### src/rtl/ula_pkg.sv
// rtl/ula_pkg.sv - funct codes, FSM states and helpers shared by the multicycle ALU
package ula_pkg;

  localparam logic [5:0] F_MFHI  = 6'd16;
  localparam logic [5:0] F_MFLO  = 6'd18;
  localparam logic [5:0] F_MULT  = 6'd24;
  localparam logic [5:0] F_MULTU = 6'd25;
  localparam logic [5:0] F_DIV   = 6'd26;
  localparam logic [5:0] F_DIVU  = 6'd27;
  localparam logic [5:0] F_ADD   = 6'd32;
  localparam logic [5:0] F_ADDU  = 6'd33;
  localparam logic [5:0] F_SUB   = 6'd34;
  localparam logic [5:0] F_SUBU  = 6'd35;
  localparam logic [5:0] F_AND   = 6'd36;
  localparam logic [5:0] F_OR    = 6'd37;
  localparam logic [5:0] F_XOR   = 6'd38;
  localparam logic [5:0] F_NOR   = 6'd39;
  localparam logic [5:0] F_SLT   = 6'd42;
  localparam logic [5:0] F_SLTU  = 6'd43;

  typedef enum logic [2:0] {
    S_IDLE,
    S_MUL,
    S_DIV,
    S_FIX,
    S_DONE
  } state_t;

  function automatic logic is_muldiv(input logic [5:0] funct);
    return (funct == F_MULT) || (funct == F_MULTU) || (funct == F_DIV) || (funct == F_DIVU);
  endfunction

endpackage

### src/rtl/ula_muldiv.sv
// rtl/ula_muldiv.sv - iterative shift-add multiplier / restoring divider on operand magnitudes
module ula_muldiv #(
  parameter int WIDTH = 32
) (
  input  logic             clock,
  input  logic             reset,
  input  logic             go,
  input  logic             signed_op,
  input  logic             is_div,
  input  logic [WIDTH-1:0] a,
  input  logic [WIDTH-1:0] b,
  output logic             busy,
  output logic             fin,
  output logic [WIDTH-1:0] hi,
  output logic [WIDTH-1:0] lo
);

  localparam int CW = $clog2(WIDTH);

  logic [2*WIDTH-1:0] r_acc;
  logic [WIDTH:0]     r_mcand;
  logic [CW-1:0]      r_cnt;
  logic               r_busy, r_is_div, r_neg_q, r_neg_r;

  logic [WIDTH:0]     w_a_mag, w_b_mag, w_msum, w_shift;
  logic [WIDTH-1:0]   w_sub, w_quo, w_rem;
  logic               w_ge;
  logic [2*WIDTH-1:0] w_mul_next, w_div_next, w_prod;

  // WIDTH+1 bits so the most-negative operand has a representable magnitude
  assign w_a_mag = (signed_op && a[WIDTH-1]) ? -{a[WIDTH-1], a} : {1'b0, a};
  assign w_b_mag = (signed_op && b[WIDTH-1]) ? -{b[WIDTH-1], b} : {1'b0, b};

  assign w_msum     = {1'b0, r_acc[2*WIDTH-1:WIDTH]} + r_mcand;
  assign w_mul_next = r_acc[0] ? {w_msum, r_acc[WIDTH-1:1]}
                               : {1'b0, r_acc[2*WIDTH-1:WIDTH], r_acc[WIDTH-1:1]};

  // Remainder lives in the upper half, dividend/quotient bits shift through the lower half
  assign w_shift    = {r_acc[2*WIDTH-1:WIDTH], r_acc[WIDTH-1]};
  assign w_ge       = (w_shift >= r_mcand);
  assign w_sub      = WIDTH'(w_shift - r_mcand);
  assign w_div_next = w_ge ? {w_sub, r_acc[WIDTH-2:0], 1'b1}
                           : {w_shift[WIDTH-1:0], r_acc[WIDTH-2:0], 1'b0};

  assign w_prod = r_neg_q ? -r_acc : r_acc;
  assign w_quo  = r_neg_q ? -r_acc[WIDTH-1:0] : r_acc[WIDTH-1:0];
  assign w_rem  = r_neg_r ? -r_acc[2*WIDTH-1:WIDTH] : r_acc[2*WIDTH-1:WIDTH];

  assign busy = r_busy;
  assign fin  = r_busy && (r_cnt == CW'(WIDTH - 1));
  assign hi   = r_is_div ? w_rem : w_prod[2*WIDTH-1:WIDTH];
  assign lo   = r_is_div ? w_quo : w_prod[WIDTH-1:0];

  always_ff @(posedge clock) begin
    if (reset) begin
      r_acc    <= '0;
      r_mcand  <= '0;
      r_cnt    <= '0;
      r_busy   <= 1'b0;
      r_is_div <= 1'b0;
      r_neg_q  <= 1'b0;
      r_neg_r  <= 1'b0;
    end else if (go) begin
      r_busy   <= 1'b1;
      r_cnt    <= '0;
      r_is_div <= is_div;
      r_neg_q  <= signed_op && (a[WIDTH-1] ^ b[WIDTH-1]);
      r_neg_r  <= signed_op && a[WIDTH-1];
      r_mcand  <= is_div ? w_b_mag : w_a_mag;
      r_acc    <= is_div ? {{WIDTH{1'b0}}, w_a_mag[WIDTH-1:0]}
                         : {{WIDTH{1'b0}}, w_b_mag[WIDTH-1:0]};
    end else if (r_busy) begin
      r_acc <= r_is_div ? w_div_next : w_mul_next;
      r_cnt <= r_cnt + CW'(1);
      if (fin) r_busy <= 1'b0;
    end
  end

endmodule

### src/rtl/ula_multicycle.sv
// rtl/ula_multicycle.sv - registered MIPS R-type ALU with multi-cycle MULT/DIV into HI/LO
module ula_multicycle
  import ula_pkg::*;
#(
  parameter int WIDTH = 32
) (
  input  logic             clock,
  input  logic             reset,
  input  logic             start,
  input  logic [5:0]       operation,
  input  logic [WIDTH-1:0] inputA,
  input  logic [WIDTH-1:0] inputB,
  output logic             ready,
  output logic             done,
  output logic [WIDTH-1:0] result,
  output logic [WIDTH-1:0] hi,
  output logic [WIDTH-1:0] lo,
  output logic             overflow,
  output logic             illegal
);

  state_t           r_state, w_next;
  logic [WIDTH-1:0] r_result, r_hi, r_lo;
  logic             r_overflow, r_illegal;

  logic             w_accept, w_is_mul, w_is_div, w_divzero, w_go, w_signed;
  logic             w_md_busy, w_md_fin;
  logic [WIDTH-1:0] w_md_hi, w_md_lo;
  logic [WIDTH-1:0] w_sum, w_diff, w_sc_result;
  logic             w_sc_overflow, w_sc_illegal;

  assign w_accept  = start && (r_state == S_IDLE);
  assign w_is_mul  = (operation == F_MULT) || (operation == F_MULTU);
  assign w_is_div  = (operation == F_DIV) || (operation == F_DIVU);
  assign w_divzero = w_is_div && (inputB == '0);
  assign w_go      = w_accept && is_muldiv(operation) && !w_divzero;
  assign w_signed  = (operation == F_MULT) || (operation == F_DIV);

  ula_muldiv #(.WIDTH(WIDTH)) u_muldiv (
    .clock     (clock),
    .reset     (reset),
    .go        (w_go),
    .signed_op (w_signed),
    .is_div    (w_is_div),
    .a         (inputA),
    .b         (inputB),
    .busy      (w_md_busy),
    .fin       (w_md_fin),
    .hi        (w_md_hi),
    .lo        (w_md_lo)
  );

  always_comb begin
    w_sum         = inputA + inputB;
    w_diff        = inputA - inputB;
    w_sc_result   = '0;
    w_sc_overflow = 1'b0;
    w_sc_illegal  = 1'b0;
    case (operation)
      F_ADD: begin
        w_sc_result   = w_sum;
        w_sc_overflow = (inputA[WIDTH-1] == inputB[WIDTH-1]) && (w_sum[WIDTH-1] != inputA[WIDTH-1]);
      end
      F_ADDU: w_sc_result = w_sum;
      F_SUB: begin
        w_sc_result   = w_diff;
        w_sc_overflow = (inputA[WIDTH-1] != inputB[WIDTH-1]) && (w_diff[WIDTH-1] != inputA[WIDTH-1]);
      end
      F_SUBU: w_sc_result = w_diff;
      F_AND:  w_sc_result = inputA & inputB;
      F_OR:   w_sc_result = inputA | inputB;
      F_XOR:  w_sc_result = inputA ^ inputB;
      F_NOR:  w_sc_result = ~(inputA | inputB);
      F_SLT:  w_sc_result = {{(WIDTH-1){1'b0}}, ($signed(inputA) < $signed(inputB))};
      F_SLTU: w_sc_result = {{(WIDTH-1){1'b0}}, (inputA < inputB)};
      F_MFHI: w_sc_result = r_hi;
      F_MFLO: w_sc_result = r_lo;
      default: w_sc_illegal = 1'b1;
    endcase
  end

  always_comb begin
    w_next = r_state;
    case (r_state)
      S_IDLE: begin
        if (w_accept) begin
          if (w_go && w_is_mul)      w_next = S_MUL;
          else if (w_go && w_is_div) w_next = S_DIV;
          else                       w_next = S_DONE;
        end
      end
      S_MUL, S_DIV: begin
        // Engine idle while we wait would mean a lost operation; recover to IDLE
        if (w_md_fin)        w_next = S_FIX;
        else if (!w_md_busy) w_next = S_IDLE;
      end
      S_FIX:   w_next = S_DONE;
      S_DONE:  w_next = S_IDLE;
      default: w_next = S_IDLE;
    endcase
  end

  always_ff @(posedge clock) begin
    if (reset) begin
      r_state    <= S_IDLE;
      r_result   <= '0;
      r_hi       <= '0;
      r_lo       <= '0;
      r_overflow <= 1'b0;
      r_illegal  <= 1'b0;
    end else begin
      r_state <= w_next;
      if (w_accept && !w_go) begin
        if (w_divzero) begin
          r_hi       <= inputA;
          r_lo       <= '1;
          r_overflow <= 1'b0;
          r_illegal  <= 1'b0;
        end else begin
          r_result   <= w_sc_result;
          r_overflow <= w_sc_overflow;
          r_illegal  <= w_sc_illegal;
        end
      end
      if (r_state == S_FIX) begin
        r_hi       <= w_md_hi;
        r_lo       <= w_md_lo;
        r_overflow <= 1'b0;
        r_illegal  <= 1'b0;
      end
    end
  end

  assign ready    = (r_state == S_IDLE);
  assign done     = (r_state == S_DONE);
  assign result   = r_result;
  assign hi       = r_hi;
  assign lo       = r_lo;
  assign overflow = r_overflow;
  assign illegal  = r_illegal;

endmodule
### config.mk
export PLATFORM = sky130hd
export DESIGN_NAME = ula_multicycle
export DESIGN_NICKNAME = d
export VERILOG_FILES = /design/src/rtl/ula_pkg.sv /design/src/rtl/ula_muldiv.sv /design/src/rtl/ula_multicycle.sv
export SDC_FILE = /design/constraint.sdc
export NUM_CORES = 1
export LEC_CHECK = 0
export CORE_UTILIZATION = 40
export CTS_CLUSTER_DIAMETER = 100
export DETAILED_ROUTE_END_ITERATION = 16
export SYNTH_ARGS = -nofsm -noshare
export SYNTH_HDL_FRONTEND = slang
export SYNTH_SLANG_ARGS = --single-unit
### constraint.sdc
create_clock -name clock -period 3.72 [get_ports clock]
set_input_delay 1.116 -clock clock [delete_from_list [all_inputs] [get_ports clock]]
set_output_delay 1.116 -clock clock [all_outputs]
set_load 0.02 [all_outputs]
==> impl_metrics.prom <==
# TYPE chip_impl_metric gauge
chip_impl_metric{name="p_clk_frac",unit=""} 0.348
chip_impl_metric{name="postSynthNetCount",unit=""} 3359
chip_impl_info{name="endpoint_kind",value="flip-flop"} 1
chip_impl_info{name="outcome",value="finished, final reports clean"} 1
chip_impl_metric{name="final_core_utilization",unit=""} 0.5426
chip_impl_metric{name="drtAntennaViolNets",unit=""} 0
chip_impl_metric{name="route.detailed.vias_per_inst",unit=""} 6.059
chip_impl_metric{name="total_switching_power",unit="W"} 0.002690
chip_impl_metric{name="power.share.combinational",unit=""} 0.349
chip_impl_info{name="grt_setup_unrepaired",value="true"} 1
chip_impl_metric{name="reg_area",unit="sq um"} 4149
chip_impl_metric{name="post_synth_num_cell_types",unit=""} 89
chip_impl_metric{name="place.detailed.hpwl",unit="um"} 81940
chip_impl_info{name="maxUsedRoutingLayer",value="met4"} 1
chip_impl_metric{name="ys.warnings.count",unit=""} 0
chip_impl_info{name="critPathLaunchType",value="input port"} 1
chip_impl_metric{name="worst_slew_margin_relative_to_its_limit",unit=""} 0.3278
chip_impl_metric{name="setup_tns_final",unit="ns"} 0
chip_impl_info{name="netlist.top_cell.by_area",value="sky130_fd_sc_hd__dfxtp_1"} 1
chip_impl_metric{name="cts_htree_levels",unit=""} 1
chip_impl_metric{name="fin_area",unit="sq um"} 29310
chip_impl_metric{name="tritoncts_buffers",unit=""} 28
chip_impl_metric{name="crit_required",unit="ns"} 4.16
chip_impl_metric{name="power.ir.vdd_worst",unit="V"} 0.0003530
chip_impl_metric{name="ys_seq_elements",unit=""} 207
chip_impl_metric{name="first_pass_iteration_count_of_the_detailed_router",unit=""} 5
chip_impl_metric{name="wirelength_met1",unit="um"} 45720
chip_impl_metric{name="diodes",unit=""} 0
chip_impl_metric{name="fmax",unit="MHz"} 271.7
chip_impl_metric{name="wl_met3",unit="um"} 7480
chip_impl_info{name="timing.setup.critical_path_class",value="input port to flip-flop"} 1
chip_impl_metric{name="maximum_number_of_pins_on_one_net_before_global_route_repair",unit=""} 81
chip_impl_metric{name="crit_arrival",unit="ns"} 4.12
chip_impl_metric{name="drt_drc_violations_left",unit=""} 0
chip_impl_metric{name="io_pins",unit=""} 173
chip_impl_info{name="clk_root_buffer_cell",value="sky130_fd_sc_hd__clkbuf_16"} 1
chip_impl_metric{name="grt_first_pass_wirelength",unit="um"} 152800
chip_impl_metric{name="longest_clk_path_bufs",unit=""} 3
chip_impl_metric{name="detail_route.wirelength",unit="um"} 102500
chip_impl_metric{name="seq_power_share",unit=""} 0.304
chip_impl_metric{name="clock_sinks",unit=""} 207
chip_impl_metric{name="reg2reg_setup_slack",unit="ns"} 0.16
chip_impl_metric{name="grt_overflow",unit=""} 0
chip_impl_metric{name="die_width",unit="um"} 236.5
chip_impl_metric{name="vias",unit=""} 26250
chip_impl_metric{name="worstPathMaxFanout",unit=""} 4
chip_impl_metric{name="drt-wirelength-per-cell",unit="um"} 23.65
chip_impl_metric{name="fin_nets",unit=""} 3868
chip_impl_metric{name="avgSynthCellArea",unit="sq um"} 7.078
chip_impl_metric{name="die_area",unit="sq um"} 55930
chip_impl_metric{name="drive_gt1_frac",unit=""} 0.1942
chip_impl_metric{name="synthDominantCellAreaShare",unit=""} 0.1884
chip_impl_metric{name="area_used_by_multi_input_combinational_logic",unit="sq um"} 16880
chip_impl_metric{name="fin_crit_sh",unit=""} 0.9894
chip_impl_metric{name="clk_latency",unit="ns"} 0.58
chip_impl_metric{name="power_switching_share",unit=""} 0.3544
chip_impl_metric{name="routabilityCongestion",unit=""} 1.002
chip_impl_info{name="clock_tree_from_tritoncts",value="built"} 1
chip_impl_metric{name="synth_seq_area_share",unit=""} 0.1884
chip_impl_metric{name="cap_viol_max_count",unit=""} 0
chip_impl_info{name="post_synth_most_frequent_cells",value="339 x sky130_fd_sc_hd__nand2_1, 306 x sky130_fd_sc_hd__nor2_1, 302 x sky130_fd_sc_hd__a21oi_1"} 1
chip_impl_metric{name="worst_slew_pin_slew",unit="ns"} 0.9977
chip_impl_metric{name="finalHoldViolations",unit=""} 0
chip_impl_metric{name="number_of_synthesized_flops_with_an_enable_pin",unit=""} 0
chip_impl_metric{name="reg_clk_slew_reported_paths",unit="ns"} 0.06
chip_impl_metric{name="postSynth.asyncResetShare",unit=""} 0
chip_impl_metric{name="leakage",unit="nW"} 12.18
chip_impl_metric{name="grt_pass1_vias",unit=""} 24600
chip_impl_metric{name="fillCellCount",unit=""} 5237
chip_impl_info{name="hold_class",value="flip-flop to flip-flop"} 1
chip_impl_metric{name="die-height",unit="um"} 236.5
chip_impl_metric{name="synthCells",unit=""} 3108
chip_impl_metric{name="number_of_setup_violations_in_the_final_report",unit=""} 0
chip_impl_metric{name="io_buffers",unit=""} 172
chip_impl_metric{name="finClkSkew",unit="ns"} 0.02201
chip_impl_metric{name="start_util",unit=""} 0.4072
chip_impl_info{name="yosys.cell_count.top_type",value="sky130_fd_sc_hd__nand2_1"} 1
chip_impl_metric{name="fp.coreArea",unit="sq um"} 54030
chip_impl_metric{name="rows",unit=""} 85
chip_impl_metric{name="dpl-instance-area",unit="sq um"} 27910
chip_impl_info{name="largest_cells_by_area_after_synthesis",value="sky130_fd_sc_hd__dfxtp_1 19%, sky130_fd_sc_hd__ha_1 9.9%, sky130_fd_sc_hd__a21oi_1 6.9%"} 1
chip_impl_metric{name="final_worst_path_period_need",unit="ns"} 3.681
chip_impl_metric{name="pwr_density_cell",unit="nW/um^2"} 258.9
chip_impl_info{name="synth-main-ff-cell",value="sky130_fd_sc_hd__dfxtp_1"} 1
chip_impl_metric{name="routed-wl-met2",unit="um"} 45990
chip_impl_metric{name="grt_util_all_layers",unit=""} 0.3533
chip_impl_metric{name="internal_power",unit="W"} 0.004899
chip_impl_metric{name="cts_hold_buf",unit=""} 0
chip_impl_metric{name="maxSlewViolCount",unit=""} 0
chip_impl_metric{name="dr.first_iter.drc_count",unit=""} 2700
chip_impl_metric{name="finalHoldWorstSlack",unit="ns"} 0.4804
chip_impl_metric{name="grt_antenna_before_repair",unit=""} 0
chip_impl_metric{name="syn2layout_area_growth",unit="%"} 33.26
chip_impl_metric{name="post_synth_instance_area",unit="sq um"} 22000
-- per-stage QoR --
stage | std cells | power, W | worst slack (ns)
after floorplan | 3108 | 0.003658 | 0.05030
after global placement | 4276 | 0.004838 | -0.8075
after detailed placement | 4276 | 0.004849 | -0.8411
after CTS | 4326 | 0.007510 | -0.07542
after global routing | 4332 | 0.007910 | -0.07016
final | 4332 | 0.007590 | 0.03944
-- final timing paths --
check                                   startpoint  depth (start not counted)                          endpoint
setup reg to reg   u_muldiv.r_acc[31]$_SDFFE_PP0P_                         14   u_muldiv.r_acc[60]$_SDFFE_PP0P_
setup / recovery                         inputB[2]                         14           result[30]$_SDFFE_PP0P_
hold reg to reg   u_muldiv.r_mcand[1]$_SDFFE_PP0P_                          2  u_muldiv.r_mcand[1]$_SDFFE_PP0P_
hold / removal    u_muldiv.r_mcand[1]$_SDFFE_PP0P_                          2  u_muldiv.r_mcand[1]$_SDFFE_PP0P_
-- layer usage --
metal | vias up | GRT usage
met4 | 0 | 0.1084
met5 | - | 0
met1 | 12560 | 0.4892
met3 | 166 | 0.04127
met2 | 1206 | 0.5705
li1 | 12320 | -
-- cells by family after synthesis --
logic type                 count (synthesis)  synth area share
AOI/OAI and AO/OA                       1025            0.3016
xor gates and xnor gates                 197           0.07844
adders and majority gates                178            0.1026
buffers and inverters                    391           0.06786
DFF                                      207            0.1884
muxes                                    113           0.05182
and+or+nand+nor                          997            0.2093
-- power groups by stage --
stage	combinational (W)	clock, W	sequential (W)
detailed placement	0.00250	0	0.00235
global route	0.00284	0.00276	0.00231
global placement	0.00249	0	0.00235
floorplan	0.00131	0	0.00235
finish	0.00265	0.00264	0.00231
CTS	0.00252	0.00268	0.00230
-- what timing repair did --
action | in CTS | in global routing
setup buffers | 1 | 6
gates resized for setup | 23 | 86
pin swaps | 4 | 23
setup endpoints to repair | 28 | 53
-- placed cells by master, fill, tap and decap left out, drive strengths merged, types with 19 or more instances in the layout --
| master | netlist | final |
|---|---|---|
| o21bai | 25 | 25 |
| and3 | 19 | 19 |
| nor4 | 37 | 37 |
| mux2i | 106 | 106 |
| nor3 | 83 | 83 |
| buf | 30 | 534 |
| nand2 | 339 | 339 |
| a21oi | 302 | 302 |
| a211oi | 57 | 57 |
| o211ai | 92 | 92 |
| a221oi | 36 | 36 |
| nor2b | 21 | 21 |
| nand3 | 52 | 52 |
| xor2 | 64 | 64 |
| o21ai | 207 | 207 |
| clkdlybuf4s50 | 0 | 160 |
| a21o | 28 | 28 |
| clkbuf | 194 | 37 |
| ha | 174 | 174 |
| xnor2 | 133 | 133 |
| o31ai | 29 | 29 |
| nand4 | 26 | 26 |
| nand2b | 21 | 21 |
| inv | 167 | 169 |
| dfxtp | 207 | 207 |
| o22ai | 34 | 34 |
| a311oi | 21 | 21 |
| nor2 | 309 | 309 |
| or3 | 22 | 22 |
| a31oi | 41 | 41 |
-- cell type report --
class | count | share of cell area
clock inverter | 12 | 0.002732
clock buffer | 37 | 0.02681
inverter | 167 | 0.02138
multi-input combinational | 2510 | 0.5760
timing repair buffer | 703 | 0.2019
sequential | 207 | 0.1415
tap | 696 | 0.02971
-- critical path, stage by stage --
cell and delay (ns):
sky130_fd_sc_hd__clkdlybuf4s50_1 0.48, sky130_fd_sc_hd__inv_1 0.09, sky130_fd_sc_hd__ha_1 0.26, sky130_fd_sc_hd__or2_2 0.33
sky130_fd_sc_hd__o221ai_2 0.27, sky130_fd_sc_hd__a2111oi_2 0.12, sky130_fd_sc_hd__buf_4 0.16, sky130_fd_sc_hd__o31ai_1 0.18
sky130_fd_sc_hd__buf_4 0.18, sky130_fd_sc_hd__a31oi_2 0.11, sky130_fd_sc_hd__o41ai_1 0.37, sky130_fd_sc_hd__o311ai_1 0.18
sky130_fd_sc_hd__xnor2_1 0.17, sky130_fd_sc_hd__o22ai_1 0.08
-- sequential cells by signal (all words and copies together), names as in the netlist --
register	count
result	32
u_muldiv.r_acc	64
u_muldiv.r_is_div	1
r_state	3
illegal	1
u_muldiv.r_neg_q	1
u_muldiv.r_mcand	33
hi	32
u_muldiv.r_neg_r	1
overflow	1
u_muldiv.r_cnt	5
lo	32
u_muldiv.busy	1
(Power assumes the default switching activity.)
